File: config.mk
export PLATFORM = sky130hd
export DESIGN_NAME = fifo_stream_reader
export DESIGN_NICKNAME = d
export VERILOG_FILES = /design/src/rtl/fifo_pkg.sv /design/src/rtl/skid_buf2.sv /design/src/rtl/fifo_stream_reader.sv
export SDC_FILE = /design/constraint.sdc
export NUM_CORES = 1
export LEC_CHECK = 0
export CAP_MARGIN = 20
export CORE_AREA = 5 5 42 44
export CTS_CLUSTER_DIAMETER = 150
export DETAILED_ROUTE_END_ITERATION = 10
export DIE_AREA = 0 0 47 49
export PLACE_DENSITY_LB_ADDON = 0.12
export SETUP_SLACK_MARGIN = 0.3
export SLEW_MARGIN = 20
export SYNTH_ARGS = -nofsm -noshare
export SYNTH_HDL_FRONTEND = slang
export SYNTH_SLANG_ARGS = --single-unit
File: constraint.sdc
create_clock -name clk -period 3.55 [get_ports clk]
set_clock_uncertainty 0.2 [all_clocks]
set_input_delay 1.065 -clock clk [delete_from_list [all_inputs] [get_ports clk]]
set_output_delay 1.065 -clock clk [all_outputs]
set_load 0.01 [all_outputs]
File: src/rtl/fifo_pkg.sv
// Shared encodings for the FIFO drain path: the reader's buffer state is its occupancy.
package fifo_pkg;

  typedef enum logic [1:0] {
    OCC_EMPTY = 2'd0,
    OCC_ONE   = 2'd1,
    OCC_TWO   = 2'd2
  } occ_e;

endpackage

File: src/rtl/skid_buf2.sv
// Two-entry output buffer: head feeds dout, second catches a word that arrives while head stalls.
module skid_buf2
  import fifo_pkg::*;
#(
  parameter int DATA_WIDTH = 1
) (
  input  logic                  clk,
  input  logic                  rst,
  input  logic                  push,
  input  logic                  pop,
  input  logic [DATA_WIDTH-1:0] din,
  output logic [DATA_WIDTH-1:0] dout,
  output logic [1:0]            occ
);

  occ_e                  state_p0, state_nxt;
  logic [DATA_WIDTH-1:0] head_p0, head_nxt;
  logic [DATA_WIDTH-1:0] second_p0, second_nxt;

  always_ff @(posedge clk) begin
    if (rst) begin
      state_p0  <= OCC_EMPTY;
      head_p0   <= '0;
      second_p0 <= '0;
    end else begin
      state_p0  <= state_nxt;
      head_p0   <= head_nxt;
      second_p0 <= second_nxt;
    end
  end

  always_comb begin
    state_nxt  = state_p0;
    head_nxt   = head_p0;
    second_nxt = second_p0;
    case (state_p0)
      OCC_EMPTY: begin
        if (push) begin
          head_nxt  = din;
          state_nxt = OCC_ONE;
        end
      end
      OCC_ONE: begin
        case ({push, pop})
          2'b10: begin
            second_nxt = din;
            state_nxt  = OCC_TWO;
          end
          2'b01: state_nxt = OCC_EMPTY;
          // Head retires and the incoming word replaces it in the same edge.
          2'b11: head_nxt = din;
          default: ;
        endcase
      end
      OCC_TWO: begin
        if (pop) begin
          head_nxt  = second_p0;
          state_nxt = OCC_ONE;
        end
      end
      default: state_nxt = OCC_EMPTY;
    endcase
  end

  assign dout = head_p0;
  assign occ  = state_p0;

endmodule

File: src/rtl/fifo_stream_reader.sv
// Drains the gray-pointer FIFO into a valid/ready stream through a 2-entry buffer.
// Optional pop counter enabled by defining READER_POP_COUNT_EN.
module fifo_stream_reader
  import fifo_pkg::*;
#(
  parameter int DATA_WIDTH = 1
`ifdef READER_POP_COUNT_EN
  , parameter int CNT_WIDTH = 16
`endif
) (
  input  logic                  clk,
  input  logic                  rst,
  input  logic                  fifo_empty,
  input  logic                  fifo_wr_act,
  input  logic [DATA_WIDTH-1:0] fifo_data,
  output logic                  fifo_rd_en,
  output logic                  m_valid,
  output logic [DATA_WIDTH-1:0] m_data,
  input  logic                  m_ready,
  output logic [1:0]            occupancy
`ifdef READER_POP_COUNT_EN
  , output logic [CNT_WIDTH-1:0] pop_count
`endif
);

  logic [1:0] occ;
  logic       xfer;

  // Read only from registered occupancy so m_ready never reaches fifo_rd_en,
  // and never while the FIFO is writing the shared bus.
  assign fifo_rd_en = !rst && !fifo_empty && !fifo_wr_act && (occ != OCC_TWO);
  assign m_valid    = (occ != OCC_EMPTY);
  assign xfer       = m_valid && m_ready;
  assign occupancy  = occ;

  skid_buf2 #(
    .DATA_WIDTH(DATA_WIDTH)
  ) u_buf (
    .clk  (clk),
    .rst  (rst),
    .push (fifo_rd_en),
    .pop  (xfer),
    .din  (fifo_data),
    .dout (m_data),
    .occ  (occ)
  );

`ifdef READER_POP_COUNT_EN
  always_ff @(posedge clk) begin
    if (rst) begin
      pop_count <= '0;
    end else if (fifo_rd_en) begin
      pop_count <= pop_count + 1'b1;
    end
  end
`endif

endmodule

# --- After elaboration in Yosys (flattened, before gate mapping) ---
# Cells that the tools add are included.
classes:
  n_eq_ne: 10
  muxes: 8
  reduce_logical: 13
ops:
  columns: ["cell", "n"]
  rows:
  - ["$eq A2 B2 Y1 const B", 3]
  - ["$pmux W2 S3", 1]
  - ["$eq A2 B1 Y1 const B", 2]
  - ["$logic_and A1 B1 Y1", 4]
  - ["$mux W2", 2]
  - ["$ne A2 B1 Y1 const B", 2]
  - ["$ne A2 B2 Y1 const B", 2]
  - ["$pmux W2 S2", 1]
  - ["$reduce_and A4 Y1", 1]
  - ["$logic_not A1 Y1", 3]
  - ["$mux W1", 3]
  - ["$ne A3 B2 Y1 const B", 1]
  - ["$pmux W1 S3", 1]
  - ["$reduce_and A3 Y1", 1]
  - ["$reduce_bool A3 Y1", 1]
  - ["$logic_not A2 Y1", 1]
  - ["$reduce_and A2 Y1", 1]
  - ["$reduce_bool A2 Y1", 1]
totals:
  reg_bits: 4
  out_inout_bits: 5

# --- Depth between registers and ports, before layout ---
depth:
  depth_word: 7
  ltp_mapped: 4

# --- Cells and area by module ---
# From an unflattened synthesis, not the netlist that was laid out.
unflattened:
  cells_unflattened: 28
  area_unflattened_um2: 254.0
modules_own_cells:
  columns: ["mod", "instances", "cells_per_inst", "area_per_inst_um2", "seq_area_each_um2"]
  rows:
  - ["skid_buf2", 1, 24, 222.7, 80.1]
  - ["fifo_stream_reader", 1, 4, 31.3, 0.0]

# --- Worst setup path before layout ---
# OpenSTA, ideal clock, no wires.
synth_path:
  path_kind: "input to output"
  startpoint: "input port rst"
  endpoint: "output port fifo_rd_en"
  arrival_time_ns: 1.626
  required_time_ns: 2.285
  setup_slack_ns: 0.659
  stages: 2
  n_path_buf: 0
  cell_sequence: "or3_4 -> nor2_1"
synth_between:
  elab_chain_len: 4
synth_rtl:
  columns: ["element", "line_no", "text"]
  rows:
  - ["start: declaration", "fifo_stream_reader.sv:12", "input logic rst,"]
  - ["$logic_not A1 Y1", "fifo_stream_reader.sv:31", "assign fifo_rd_en = !rst && !fifo_empty && !fifo_wr_act && (occ != OCC_TWO);"]
  - ["$logic_and A1 B1 Y1 (3 in series)", "fifo_stream_reader.sv:31", null]
  - ["end: declaration", "fifo_stream_reader.sv:16", "output logic fifo_rd_en,"]
# No other way between the ends.

# --- Worst setup path in the final report ---
# Same ends and word-level chain as after synthesis.

==> reports/results.ini <==
[cells_and_area]
drive_above_1_share=0.279
stdcell_count=59
antenna_cells=0
final_nets=51
area_growth_pct=70.0
layout.filler_cells=166

[detailed_routing]
total_wire_length_after_detailed_routing_um=577
vias=247
post_detailed_route_count_of_antenna_violating_nets=0
initial_drt_markers=3
via_per_inst=4.19
detailedRoute.firstPassIterationCount=4
drcViolationCount=0
detail_route.wl_per_cell_um=9.78

[clock_network]
cts_buffers=3
cts_tree=built
post_cts.repair.setup_buffers=0
htree_levels=1
clk_pin_slew_worst_paths_ns=0.04
cts_hold_buffers=0
cts_buffer_depth=2
cts_sinks=4
clock_tree.root_cell=clkbuf_4
clk_lat_worst_skew_ns=0.24

[timing]
fin_crit_sh=0.892
rsz0062_at_grt=false
final_hold_viol_count=0
timing.max_slew.rel_slack=0.781
finalMaxSlewViolations=0
tightest_slew_ns=0.328
final.setup.worst_slack_ns=0.382
achievable-frequency_mhz=316
count_of_endpoints_failing_setup_in_the_final_report=0
fin_setup_tns_ns=0
timing.hold.ws_ns=0.293
post-route-min-period_ns=3.17

[power_and_ir_drop]
p_leak_nw=0.167
peak_supply_drop_uv=199
power-per-cell-area_nw_per_um2=326
power_mw=0.132

[placement]
dp_worst_setup_slack_ns=-0.253
place_congestion=0.628
number_of_cells_after_detailed_placement=56
buffer_ports.inserted=10
place.detailed.hpwl_um=470

[yosys]
postSynthCellCount=26
synth_seq_area_share=0.337
mappedNetlistArea_um2=238
synth.largest_area_cell=dfxtp_1
post_synth.cell_area_avg_um2=9.14
synth_fp_nets=32
yosys_warnings=0
yosys.area.top_type_share=0.337
synth_cell_types=15
synth.top_cells.by_area=dfxtp_1 34%, mux2i_1 13%, nor2_1 9.5%, o31ai_4 8.9%, or3_4 4.7%
synth_seq_cells=4

[run_status]
status=completed

[global_route]
grt_pass1_wl_um=972
maximum_number_of_pins_on_one_net_before_global_route_repair=10
grt-ovfl-total=0
globalRouteTotalUtil=0.0605
antenna_found_initial=0
first_global_vias=250

[floorplan]
die_h_um=49
num_rows=14
effective_utilization_at_floorplan=0.170
die_area_um2=2300
design.portCount=11
fp.coreArea_um2=1400
die_w_um=47

[run]
max-cap-violations=0

[worst_setup_path]
worstPathRequired_ns=2.28
crit_arrival_ns=1.90
capturing_element_type_of_the_critical_path=output pin
worst-path-max-fanout=2
startpoint_type=input port
kind_of_critical_path=input port to output pin

[worst_hold_path]
min-delay-path-class=flip-flop to flip-flop

routing by layer:
layer	wire length (um)	share of wire	vias up	GRT usage
met3	70	0.12	0	0.0664
met2	268	0.46	8	0.0882
met1	238	0.41	111	0.0635
li1	-	-	128	-
met5	0	0	-	0
met4	0	0	0	0
worst paths after layout:
check / start / end / slack, ns / depth (start not counted)
min reg2reg: u_buf.dout$_SDFFE_PP0P_ / u_buf.dout$_SDFFE_PP0P_ / 0.29 / 2
max: rst / fifo_rd_en / 0.38 / 4
min: u_buf.dout$_SDFFE_PP0P_ / u_buf.dout$_SDFFE_PP0P_ / 0.29 / 2
max reg2reg: u_buf.occ[1]$_SDFFE_PP0P_ / u_buf.dout$_SDFFE_PP0P_ / 2.21 / 3
critical path, stage by stage:
cell	delay, ns
dlygate4sd2_1	0.25
or3_4	0.39
nor2_2	0.07
buf_2	0.13
per-stage QoR:
step | instance area (um2) | util
after floorplan | 238 | -
after global routing | 404 | 0.288
after global placement | 388 | 0.277
final | 404 | 0.288
after CTS | 402 | 0.287
after detailed placement | 388 | 0.277
registers in the layout, indices dropped and copies added (netlist names):
name             cells
u_buf.second_p0      1
u_buf.dout           1
u_buf.occ            2
cells in the final DEF, fill, tap and decap left out, types with 2 or more instances in the layout:
cell	count
a21oi_1	2
mux2i_1	3
dfxtp_1	4
clkbuf_4	3
buf_4	4
dlygate4sd2_1	3
nor2_1	5
clkdlybuf4s50_1	6
cell type report:
type | count | area, um2 | area share
clock buffers | 3 | 22.5 | 0.0557
multi-input cells | 22 | 160 | 0.396
flip-flops and latches | 4 | 80.1 | 0.198
well taps | 16 | 20.0 | 0.0495
repair buffers | 14 | 121 | 0.300
logic make-up after synthesis:
kind of cell / count (synthesis) / synth area share
multiplexers: 3 / 0.126
AO/OA/AOI/OAI: 5 / 0.200
flip-flops: 4 / 0.337
AND/OR/NAND/NOR: 14 / 0.337
synthesized netlist by cell type:
library cell / instances
dfxtp_1: 4
nor2_1: 6
nor2b_2: 1
and2b_1: 1
o22a_1: 1
a21oi_1: 2
o31ai_4: 1
nand2b_1: 1
nor3_1: 1
nand3b_1: 1
or3_4: 1
a211oi_1: 1
or2_1: 1
mux2i_1: 3
nand3_1: 1
report_power, final:
part	internal [mW]	leakage (nW)	switching (mW)
Clock	0.0379	0.0138	0.0192
Sequential	0.0468	0.0326	0.00165
Combinational	0.0162	0.120	0.00980
Total	0.101	0.167	0.0307
timing repair:
action	4_1_cts	5_1_grt
setup endpoints to repair	1	1
pin swaps	1	1
gates resized for setup	7	1
Power figures use the tool's default switching activity.
